### src/rtl/ha_array_pkg.sv
// ha_array_pkg: shared row-group geometry and weighting helper for the HA array reducer
package ha_array_pkg;
  localparam int HA_GROUPS    = 4;
  localparam int HA_B_W       = 7;
  localparam int HA_T_W       = 9;
  localparam int HA_B_OFS     = 2;
  localparam int HA_GRP_SHIFT = 2;
  localparam int HA_ACC_W     = 18;
  function automatic logic [HA_ACC_W-1:0] grp_value(input logic [HA_B_W-1:0] b, input logic [HA_T_W-1:0] t, input int k);
    return (HA_ACC_W'(t) + (HA_ACC_W'(b) << HA_B_OFS)) << (HA_GRP_SHIFT * k);
  endfunction
endpackage

### src/rtl/ha_group_weight.sv
// ha_group_weight: combinational weighted value of one bottom/top row pair
module ha_group_weight
  import ha_array_pkg::*;
#(
  parameter int ACC_W = 18,
  parameter int K     = 0
) (
  input  logic [HA_B_W-1:0] b,
  input  logic [HA_T_W-1:0] t,
  output logic [ACC_W-1:0]  g
);
  assign g = ACC_W'(grp_value(b, t, K));
endmodule

### src/rtl/ha_array_reducer.sv
// ha_array_reducer: 2-stage valid/ready reduction of four HA row groups into the product.
// Define HA_ARRAY_REDUCER_SAT_EN to saturate the product on overflow instead of truncating.
module ha_array_reducer
  import ha_array_pkg::*;
#(
  parameter int OUT_W = 16,
  parameter int ACC_W = 18,
  parameter int CNT_W = 16
) (
  input  logic              clk,
  input  logic              rst_n,
  input  logic              in_valid,
  output logic              in_ready,
  input  logic [HA_B_W-1:0] ha_b0,
  input  logic [HA_B_W-1:0] ha_b1,
  input  logic [HA_B_W-1:0] ha_b2,
  input  logic [HA_B_W-1:0] ha_b3,
  input  logic [HA_T_W-1:0] ha_t0,
  input  logic [HA_T_W-1:0] ha_t1,
  input  logic [HA_T_W-1:0] ha_t2,
  input  logic [HA_T_W-1:0] ha_t3,
  output logic              out_valid,
  input  logic              out_ready,
  output logic [OUT_W-1:0]  product,
  output logic              ovf,
  output logic [CNT_W-1:0]  done_cnt
);
  logic [HA_B_W-1:0] b [HA_GROUPS];
  logic [HA_T_W-1:0] t [HA_GROUPS];
  logic [ACC_W-1:0]  g [HA_GROUPS];
  logic [ACC_W-1:0]  s1_lo, s1_hi, sum;
  logic [OUT_W-1:0]  prod_next;
  logic              s1_v, s2_load, sum_ovf;
  assign b = '{ha_b0, ha_b1, ha_b2, ha_b3};
  assign t = '{ha_t0, ha_t1, ha_t2, ha_t3};
  for (genvar i = 0; i < HA_GROUPS; i++) begin : g_grp
    ha_group_weight #(.ACC_W(ACC_W), .K(i)) u_w (.b(b[i]), .t(t[i]), .g(g[i]));
  end
  assign sum     = s1_lo + s1_hi;
  assign sum_ovf = |sum[ACC_W-1:OUT_W];
`ifdef HA_ARRAY_REDUCER_SAT_EN
  assign prod_next = sum_ovf ? '1 : sum[OUT_W-1:0];
`else
  assign prod_next = sum[OUT_W-1:0];
`endif
  assign s2_load  = s1_v && (!out_valid || out_ready);
  assign in_ready = !s1_v || s2_load;
  always_ff @(posedge clk or negedge rst_n) begin
    if (!rst_n) begin
      s1_v      <= 1'b0;
      s1_lo     <= '0;
      s1_hi     <= '0;
      out_valid <= 1'b0;
      product   <= '0;
      ovf       <= 1'b0;
      done_cnt  <= '0;
    end else begin
      if (in_ready) s1_v <= in_valid;
      if (in_valid && in_ready) begin
        s1_lo <= g[0] + g[1];
        s1_hi <= g[2] + g[3];
      end
      if (!out_valid || out_ready) out_valid <= s1_v;
      if (s2_load) begin
        product <= prod_next;
        ovf     <= sum_ovf;
      end
      if (out_valid && out_ready) done_cnt <= done_cnt + CNT_W'(1);
    end
  end
endmodule

### config.mk
export PLATFORM = sky130hd
export DESIGN_NAME = ha_array_reducer
export DESIGN_NICKNAME = d
export VERILOG_FILES = /design/src/rtl/ha_array_pkg.sv /design/src/rtl/ha_group_weight.sv /design/src/rtl/ha_array_reducer.sv
export SDC_FILE = /design/constraint.sdc
export NUM_CORES = 1
export LEC_CHECK = 0
export BUFFER_PORTS_ARGS = -buffer_cell sky130_fd_sc_hd__buf_4
export CAP_MARGIN = 20
export CORE_MARGIN = 2
export CORE_UTILIZATION = 51
export CTS_BUF_LIST = sky130_fd_sc_hd__clkbuf_4 sky130_fd_sc_hd__clkbuf_8
export DETAILED_ROUTE_END_ITERATION = 10
export PLACE_DENSITY = 0.79
export SLEW_MARGIN = 20
export SYNTH_ARGS = -nofsm -noshare
export SYNTH_HDL_FRONTEND = slang
export SYNTH_SLANG_ARGS = --single-unit
### constraint.sdc
create_clock -name clk -period 1.96 [get_ports clk]
set_clock_uncertainty 0.05 [all_clocks]
set_input_delay 0.392 -clock clk [delete_from_list [all_inputs] [get_ports clk]]
set_output_delay 0.392 -clock clk [all_outputs]
set_load 0.05 [all_outputs]
==> impl_metrics.ini <==
[critical_path]
cpPeakStageDelay_ns = 0.33
r2r_cells = 8
cp_num_cells = 14
r2r-start = s1_lo[5]$_DFFE_PN0P_
critPathKind = in2reg
cp_top_family = adder cells
critPathBufInv = 1
r2r-end = ovf$_DFFE_PN0P_
end_kind = flip-flop
ff2ff_setup_slack_ns = -0.25
crit_path_max_fanout = 2
worst_ep_arrival_time_ns = 2.66
crit_slowest_cell = fa_2
crit_chain = buf_6, ha_4, fa_2, a21o_1, a21oi_2, o21bai_1, a21oi_1, xnor2_1, ha_1, or2_4, a21oi_4, nor3b_2, xor2_1, o21ai_1
start_kind = input port
cp.required_ns = 2.12

[outcome]
violations = setup timing
outcome = finished with violations

[final_layout]
diodes = 0
layout-drive-gt1-share_pct = 47.6
syn_to_final_growth_pct = 53.0
fin_cells = 743
fin_nets = 762
stdcell_area_mm2 = 0.00666

[sta]
relSlewSlack_pct = 50.3
setup_violations = 22
drv_slew = 0
final.setup.worst_slack_ns = -0.544
rsz0062_at_grt = yes
tightest_slew_ns = 0.745
fmax_mhz = 399
fin_crit_ns = 2.50
report.final.hold_viol_count = 0
post-route-period-util_pct = 128

[clock_tree]
cts-root-buf = clkbuf_8
clkTransAtPathRegs_ns = 0.08
clock_path_buffers = 2
htreeDepth = 3
cts_buffers = 9
cts.sinks = 61
insertion_delay_ns = 0.35
tritoncts = yes
cts_hold_buf = 0

[detailed_routing]
drt_iter0_drc = 178
wl_um = 10900
drc_errors = 0
viasPerCell = 5.33
via_count = 3957
dr.pass1.iters = 4
wire_per_inst_um = 14.7
antenna_left = 0

[place]
io_buffers = 102
dpl_cell_area_mm2 = 0.00592
dp_hpwl_um = 7440
post-place-ws_ns = -1.01
place_inst = 709
gp_congestion = 0.808

[job]
max_cap_violations = 0

[yosys]
synth_top_family_by_area = adder cells
synth_flop_cell = dfrtp_1
syn_area_mm2 = 0.00436
synthCells = 437
synth_compound_area_share_pct = 16.3
synth_nets = 566
synth-simple-area-share_pct = 13.1
ys_top_cells_by_area = dfrtp_1, ha_1, xnor2_1
synth-seq-cells = 61
synth_top_area_share_pct = 35.0
post_synth_fa_ha_maj_area_fraction_pct = 18.7
synth_xor_area_share_pct = 11.3
synth_most_common_cell = dfrtp_1
yosysUniqueCellTypes = 44
synth_top_area_cell = dfrtp_1
synth_commonest_cells = dfrtp_1, ha_1, nand2_1
yosysWarnings = 0
async_reset_ff_share_pct = 100
syn_avg_cell_area_um2 = 9.97
ys_seq_area_share_pct = 35.0
synth_edf_count = 0
synth.area.mux_share_pct = 4.14

[pwr]
p_per_area_mw_per_mm2 = 1290
p_comb_share_pct = 61.4
leakage_nw = 3.17
power_frac_clock_pct = 15.0
p_int_w = 0.00496
p_sw_w = 0.00362
finalPower_w = 0.00858
power_frac_seq_pct = 23.6
peakVddDrop_uv = 666
p_sw_share_pct = 42.2

[floorplan]
start_util_pct = 52.7
num_io_pins = 103
die_h_um = 96.4
die_area_mm2 = 0.00929
fp.coreArea_mm2 = 0.00826
die_x_um = 96.4
row_count = 33

[global_route]
overflow = 0
grt_pass1_wl_um = 16700
antenna_found_initial = 0
grt.total_usage_pct = 22.6
grt_max_degree = 62
first_global_vias = 3984

[min_path]
hp-class = in2async
==> worst register-to-register path: stages, from the launching register on <==
cell and delay, ns:
dfrtp_2 0.45, ha_4 0.26, a211oi_4 0.21, nor2_2 0.09
o2111ai_2 0.23, nand3b_1 0.16, a211o_1 0.30, nand4b_1 0.19
nor3b_1 0.15
==> cells in the final DEF (no fill, tap or decap), types with 15 or more instances in the layout <==
master / Yosys / routed
buf_4: 0 / 176
ha_1: 54 / 41
o21ai_1: 1 / 17
xor2_1: 19 / 17
dfrtp_1: 61 / 59
xnor2_1: 37 / 33
nand2_1: 46 / 44
mux2_2: 16 / 15
buf_6: 0 / 15
nor2_1: 28 / 21
==> state kept, by name, summed over array words and instances (netlist names) <==
signal	flops
product	16
out_valid	1
s1_v	1
s1_lo	13
done_cnt	16
ovf	1
s1_hi	13
==> power groups by stage <==
stage	logic, W	clock network [W]	registers, W
6_report	0.00527	0.00129	0.00202
5_1_grt	0.00565	0.00137	0.00208
4_1_cts	0.00486	0.00129	0.00200
2_1_floorplan	0.00213	0	0.00269
3_5_place_dp	0.00427	0	0.00200
3_3_place_gp	0.00414	0	0.00198
==> how the worst max path moves through the flow <==
stage	startpoint	end
after global placement	ha_b0[0]	s1_lo[11]$_DFFE_PN0P_
after global routing	ha_t0[2]	s1_lo[11]$_DFFE_PN0P_
after CTS	ha_t0[2]	s1_lo[10]$_DFFE_PN0P_
final	ha_t0[2]	s1_lo[11]$_DFFE_PN0P_
after detailed placement	ha_b0[0]	s1_lo[12]$_DFFE_PN0P_
after floorplan	ha_b0[0]	s1_lo[11]$_DFFE_PN0P_
==> per-stage QoR <==
| stage | utilization, % | hold WS [ns] | TNS, ns |
|---|---|---|---|
| 3_3_place_gp | 71.6 | 0.409 | -12.18 |
| 5_1_grt | 80.7 | 0.125 | -8.33 |
| 4_1_cts | 78.5 | 0.0873 | -6.13 |
| 3_5_place_dp | 71.6 | 0.410 | -13.49 |
| 2_1_floorplan | - | 0.0464 | -7.77 |
| 6_report | 80.7 | 0.0488 | -6.30 |
==> routing by layer <==
| layer | GRT usage [%] | part of all wire (%) |
|---|---|---|
| met1 | 26.6 | 41 |
| met2 | 41.0 | 53 |
| met3 | 5.04 | 4.1 |
| met4 | 6.81 | 2.1 |
| met5 | 0 | 0 |
==> what timing repair did <==
action | CTS | global route
pin swaps | 63 | 54
gates resized for setup | 57 | 25
setup buffers | 15 | 11
endpoints found under the setup margin | 21 | 25
==> cell type report <==
type                       count  area, um2
tap                          105        131
inverter                      10       37.5
timing repair buffer         191       1490
clock inverter                 4       70.1
multi-input combinational    360       3250
clock buffer                  12        159
sequential                    61       1530
fill                         487       1590
==> cells by family after synthesis <==
group | count (synthesis)
buffers and inverters | 16
flip-flops | 61
multiplexers | 16
adder cells (fa/ha/maj) | 61
XOR/XNOR | 56
AND/OR/NAND/NOR | 121
AO/OA/AOI/OAI | 106
(Power assumes the default switching activity.)
